--- config.mk ---
export PLATFORM = sky130hd
export DESIGN_NAME = lsu_mem_ctrl
export DESIGN_NICKNAME = d
export VERILOG_FILES = /design/src/rtl/lsu_mem_ctrl.sv
export SDC_FILE = /design/constraint.sdc
export NUM_CORES = 1
export LEC_CHECK = 0
export CORE_ASPECT_RATIO = 1.1
export CORE_MARGIN = 5
export CORE_UTILIZATION = 35
export DETAILED_ROUTE_END_ITERATION = 6
export DONT_BUFFER_PORTS = 1
export PLACE_DENSITY = 0.52
export SLEW_MARGIN = 20
export SYNTH_ARGS = -nofsm -noshare
export SYNTH_HDL_FRONTEND = slang
export SYNTH_SLANG_ARGS = --single-unit
--- constraint.sdc ---
create_clock -name clk -period 5 [get_ports clk]
set_input_delay 1 -clock clk [delete_from_list [all_inputs] [get_ports clk]]
set_output_delay 1 -clock clk [all_outputs]
set_load 0.01 [all_outputs]
--- src/rtl/lsu_mem_ctrl.sv ---
// lsu_mem_ctrl: load/store unit front end to a word-wide data memory.
// Sub-word stores use a read-modify-write sequence; bad requests get a single-cycle error response.
module lsu_mem_ctrl #(
  parameter int DATA_WIDTH = 32,
  parameter int ADDR_WIDTH = 32,
  parameter logic [ADDR_WIDTH-1:0] DMEM_BASE  = 32'h0000_1000,
  parameter logic [ADDR_WIDTH-1:0] DMEM_LIMIT = 32'h0000_2000
) (
  input  logic                  clk,
  input  logic                  reset,
  input  logic                  req_valid,
  output logic                  req_ready,
  input  logic                  req_we,
  input  logic [1:0]            req_size,
  input  logic                  req_unsigned,
  input  logic [ADDR_WIDTH-1:0] req_addr,
  input  logic [DATA_WIDTH-1:0] req_wdata,
  output logic                  rsp_valid,
  output logic [DATA_WIDTH-1:0] rsp_rdata,
  output logic                  rsp_err,
  output logic                  mem_rd_en,
  output logic                  mem_wr_en,
  output logic [ADDR_WIDTH-1:0] mem_addr,
  output logic [DATA_WIDTH-1:0] mem_din,
  input  logic [DATA_WIDTH-1:0] mem_dout
);
  typedef enum logic [2:0] {IDLE, RD, CAP, WR, RESP} state_t;
  state_t                  state_q, state_d;
  logic                    we_q, we_d, uns_q, uns_d, err_q, err_d;
  logic [1:0]              size_q, size_d;
  logic [ADDR_WIDTH-1:0]   addr_q, addr_d;
  logic [DATA_WIDTH-1:0]   din_q, din_d, rdata_q, rdata_d;
  logic [4:0]              sh;
  logic [DATA_WIDTH-1:0]   shifted, lane, ext, merged;
  logic                    req_err;
  always_comb begin
    sh      = {addr_q[1:0], 3'b000};
    shifted = mem_dout >> sh;
    lane    = (size_q == 2'b00) ? DATA_WIDTH'(8'hFF) : DATA_WIDTH'(16'hFFFF);
    ext     = (size_q == 2'b00) ? {{(DATA_WIDTH-8){~uns_q & shifted[7]}}, shifted[7:0]} :
              (size_q == 2'b01) ? {{(DATA_WIDTH-16){~uns_q & shifted[15]}}, shifted[15:0]} :
              mem_dout;
    // din_q still holds the store data from accept; splice its low field into the read word
    merged  = (mem_dout & ~(lane << sh)) | ((din_q & lane) << sh);
    req_err = (req_size == 2'b11) || (req_size == 2'b01 && req_addr[0]) ||
              (req_size == 2'b10 && req_addr[1:0] != 2'b00) ||
              (req_addr < DMEM_BASE) || (req_addr >= DMEM_LIMIT);
  end
  always_comb begin
    state_d = state_q;
    we_d    = we_q;
    uns_d   = uns_q;
    err_d   = err_q;
    size_d  = size_q;
    addr_d  = addr_q;
    din_d   = din_q;
    rdata_d = rdata_q;
    case (state_q)
      IDLE: if (req_valid) begin
        we_d    = req_we;
        uns_d   = req_unsigned;
        err_d   = req_err;
        size_d  = req_size;
        addr_d  = req_addr;
        din_d   = req_wdata;
        rdata_d = req_err ? '0 : rdata_q;
        state_d = req_err ? RESP : (req_we && req_size == 2'b10) ? WR : RD;
      end
      RD:   state_d = CAP;
      CAP: begin
        din_d   = we_q ? merged : din_q;
        rdata_d = we_q ? rdata_q : ext;
        state_d = we_q ? WR : RESP;
      end
      WR: begin
        rdata_d = '0;
        state_d = RESP;
      end
      RESP:    state_d = IDLE;
      default: state_d = IDLE;
    endcase
  end
  always_ff @(posedge clk or posedge reset) begin
    if (reset) begin
      state_q <= IDLE;
      we_q    <= 1'b0;
      uns_q   <= 1'b0;
      err_q   <= 1'b0;
      size_q  <= 2'b00;
      addr_q  <= '0;
      din_q   <= '0;
      rdata_q <= '0;
    end else begin
      state_q <= state_d;
      we_q    <= we_d;
      uns_q   <= uns_d;
      err_q   <= err_d;
      size_q  <= size_d;
      addr_q  <= addr_d;
      din_q   <= din_d;
      rdata_q <= rdata_d;
    end
  end
  assign req_ready = state_q == IDLE;
  assign rsp_valid = state_q == RESP;
  assign rsp_err   = rsp_valid & err_q;
  assign rsp_rdata = rdata_q;
  assign mem_rd_en = state_q == RD;
  assign mem_wr_en = state_q == WR;
  assign mem_addr  = (mem_rd_en | mem_wr_en) ? {addr_q[ADDR_WIDTH-1:2], 2'b00} : '0;
  assign mem_din   = mem_wr_en ? din_q : '0;
endmodule

Word-level counts from Yosys, hierarchy flattened. Index checks and enable logic that the tools add are counted.

Flip-flop bits (word level): 104. Input port bits: 103. Output and inout bits: 101. Word-level logic and storage cells: 66.

Order comparisons: 2. Eq/ne operators: 12. Shift operators: 3. Multiplexer cells: 17. Bitwise gates (word level): 9. Reduce and logical (&&, ||, !) cells: 15.

Operator list (number): $mux 32 (9); $pmux 32 s3 (1); $pmux 32 s2 (1); $and 32x16->32 (1); $and 32x32->32 (1); $ge 32x14->1 const B (1); $lt 32x13->1 const B (1); $not 32->32 (1); $or 32x32->32 (1); $shl 16x5->32 (1); $shl 32x5->32 (1); $shr 32x5->16 (1); $mux 16 (1); $pmux 3 s4 (1); $mux 3 (3); $eq 3x2->1 const B (2); $ne 2x2->1 const B (3); $eq 2x1->1 const B (2); $eq 2x2->1 const B (2); $logic_or 1x1->1 (4); $reduce_and 4->1 (1); $reduce_bool 2->1 (2); $and 1x1->1 (3); $eq 3x1->1 const B (1); other kinds (11) (13).

Depth between registers and ports, before layout.
Depth after elaboration: 9. Mapped depth: 7. Gate-level depth less buffers: 4.

Least setup slack after synthesis. OpenSTA, ideal clock, no wires.

Path kind: reg-to-output. Start: reg state_q[0]. End: out mem_rd_en. Arrival: 1.338 ns. Required time: 4.000 ns. Setup slack: 2.662 ns. Cell stages (with the launch flop): 6. Buffers on the path: 3. Cells stage by stage: dfrtp_1 -> buf_2 -> nor2b_1 -> clkbuf_1 -> clkbuf_1 -> nor2b_1.

Longest elaborated chain between the ends: 1.

Ends and longest elaborated chain: start, declared (line 28) `state_t state_q, state_d;`; start signal, assigned (line 94) `state_q <= state_d;`; $eq 3x1->1 (line 108) `assign mem_rd_en = state_q == RD;`; end, declared (line 21) `output logic mem_rd_en,`.

No other way between the ends.

Worst setup path in the final report.
Start: reg state_q[0]. End: out mem_din[14].

Longest elaborated chain between the ends: 2.

Ends and longest elaborated chain: $eq 3x2->1 (line 109) `assign mem_wr_en = state_q == WR;`; $mux 32 (line 111) `assign mem_din = mem_wr_en ? din_q : '0;`; end, declared (line 24) `output logic [DATA_WIDTH-1:0] mem_din,`.

No other way between the ends.

==> metrics <==
run status=completed; register area share after synthesis=42.6%; syn_area_per_cell=8.74 sq um; Clock transition at path regs=0.08 ns; post-CTS setup buffers=0; CP required=4.00 ns; post-synth cell types=58; crit-path max FO=45; Worst setup EP type=output port; Post-synth ARST share=100%; DR iter-0 viols=422; max_slew headroom=31.2%; Arr. time, crit path=2.00 ns; top post-synthesis cells by area=dfrtp_1 (43%), nand2_1 (8.8%), and3_1 (3.7%), mux2_2 (3.5%), and2_1 (3.3%); largest net degree at the start of global routing=72; area growth from synthesis to layout=8.03%; P_leak=2.84 nW; Yosys top cell area share=42.6%; DRC violations left=0; vias in the first global route=5,209; CTS sink cnt=104; setup repair after global routing missed its margin=false; Slowest cell on crit path=dfrtp_1; Final Hold Viols=0; # H-tree levels=3; core area=17,100 sq um; WS Path Type=reg -> out; I/O pins=204; initial antenna violation count=0; cells along the critical path=nor2b_4, buf_16, and3_1; Mapped Area=6110 sq um; antenna cells=0; Initial Utilization=35.8%; Max-Cap Viols=0; total gr overflow=0; Die Y=149 um; Setup crit start kind=flip-flop; Antenna Nets Post-Route=0; CTS Hold Bufs=0; max-slew violation count=0; drt pass-1 iters=5; clk root buf=clkbuf_16; total CTS buffers=9; worst slew pin tran=1.03 ns; setup_tns=0 ns; vias per inst=5.71; CTS tree=built; GRT Overall Usage=20.0%; period utilisation layout=60.1%; cell with the most instances after synthesis=nand2_1; fmax=0.333 GHz; number of synthesized flops with an enable pin=0; final non-filler cell area=6600 sq um; Mapped Cells=699; RD Place Congestion=0.839; Avg WL per Cell=22.9 um; Power Dens Cells=315 nW/um^2; Synth Register Bits=104; Setup Skew=0.00916 ns; post-cts sizing count=0; Die Area=20,200 sq um; worst hold-check path type=reg -> reg; Final Setup Violations=0; Max stage delay on crit path=0.65 ns; area post-placement=6260 sq um; share of cells above drive strength 1=9.28%; YS warnings=0; post-synth top area cell=dfrtp_1; NumNets Final=766; Worst-Skew Late Latency=0.36 ns; leading cell types by count after synthesis=nand2_1 (143), dfrtp_1 (104), and3_1 (36), clkbuf_1 (34), inv_1 (34); via count=5,150; Final Critical Period=3.00 ns; Buffers on Ports=0; die extent in x=136 um; main flop type after synthesis=dfrtp_1; final HPWL from detailed placement=15.3 mm; CTS Buffer Depth=2; first-pass GRT wire length=30.9 mm; VDD IR-drop max=0.000163 V; detailed-route wire length=20.6 mm; row count=50
[cell type report]
| class | count | area [sq um] |
|---|---|---|
| Clock buffer | 9 | 225 |
| Tap cell | 234 | 293 |
| Clock inverter | 7 | 85.1 |
| Inverter | 35 | 134 |
| Sequential cell | 104 | 2600 |
| Fill cell | 1757 | 10500 |
| Multi-Input combinational cell | 500 | 3140 |
| Timing Repair Buffer | 13 | 118 |
[report_power, final]
part	switching (mW)	internal (mW)	total, mW
Sequential	0.0723	0.914	0.986
Clock	0.344	0.399	0.743
Combinational	0.208	0.144	0.352
Total	0.624	1.46	2.08
[worst max-delay path: cells and delay by family, from the launching register on]
| family | cells | cell delay [ns] |
|---|---|---|
| AND/OR/NAND/NOR | 2 | 0.76 |
| flip-flops | 1 | 0.65 |
| buffers and inverters | 1 | 0.23 |
[cells in the final DEF, fill, tap and decap left out, types with 6 or more instances in the layout]
cell type | synthesis | layout
a2bb2oi_1 | 10 | 10
clkbuf_16 | 0 | 9
dfrtp_1 | 104 | 104
nor2_1 | 28 | 28
o22ai_1 | 8 | 8
nor3b_1 | 10 | 8
nor2b_1 | 12 | 11
and2_1 | 32 | 32
o311ai_0 | 6 | 6
a32o_1 | 8 | 8
o21ai_1 | 9 | 9
mux2i_1 | 17 | 17
o21bai_1 | 8 | 8
nor4bb_1 | 6 | 6
o21ai_0 | 14 | 14
a211oi_1 | 9 | 9
and3_1 | 36 | 36
mux2_2 | 19 | 19
a21oi_1 | 29 | 29
buf_4 | 3 | 12
o211ai_1 | 9 | 9
o31ai_1 | 7 | 7
o32ai_1 | 12 | 12
o311ai_1 | 10 | 10
inv_1 | 34 | 33
nand2_1 | 143 | 143
[registers in the layout (all words and copies together), names as in the netlist]
signal     cells
size_q         2
state_q        3
rsp_rdata     32
we_q           1
err_q          1
din_q         32
addr_q        32
uns_q          1
[through the flow]
| step | total power, mW | hold slack (ns) | utilization, % | setup slack, ns | instances |
|---|---|---|---|---|---|
| 5_1_grt | 2.18 | 0.489 | 38.7 | 1.79 | 902 |
| 2_1_floorplan | 1.26 | 0.437 | - | 1.27 | 700 |
| 3_3_place_gp | 1.34 | 0.451 | 36.6 | 2.24 | 885 |
| 3_5_place_dp | 1.35 | 0.455 | 36.6 | 2.07 | 885 |
| 4_1_cts | 2.11 | 0.476 | 38.5 | 1.68 | 901 |
| 6_report | 2.08 | 0.470 | 38.7 | 2.00 | 902 |
[metal layers]
layer	vias to the layer above	share of wire [%]	GRT usage (%)
met1	2483	40	24.4
li1	2401	-	-
met4	0	3.0	8.32
met3	36	9.4	7.24
met2	230	48	32.0
met5	-	0	0
[worst paths after layout]
| check | endpoint | cells past startpoint | start | slack [ns] |
|---|---|---|---|---|
| min reg2reg | addr_q[26]$_DFFE_PP0P_ | 2 | addr_q[26]$_DFFE_PP0P_ | 0.47 |
| max | mem_din[14] | 3 | state_q[0]$_DFFE_PP0P_ | 2.00 |
| max in group asynchronous | rsp_rdata[4]$_DFFE_PP0P_ | 2 | reset | 3.27 |
| min | addr_q[26]$_DFFE_PP0P_ | 2 | addr_q[26]$_DFFE_PP0P_ | 0.47 |
| max reg2reg | rsp_rdata[22]$_DFFE_PP0P_ | 4 | size_q[1]$_DFFE_PP0P_ | 2.23 |
| min in group asynchronous | addr_q[26]$_DFFE_PP0P_ | 1 | reset | 0.70 |
[cell families (layout without fill, tap and decap cells)]
group	after synthesis	count (layout)	synth area share (%)
buffers and inverters	96	64	6.55
flip-flops	104	104	42.6
AO/OA/AOI/OAI	170	170	20.4
AND/OR/NAND/NOR	292	292	24.1
multiplexers	36	36	6.29
other	1	2	0.0614
Note: power is estimated with default switching activity, not from simulation.
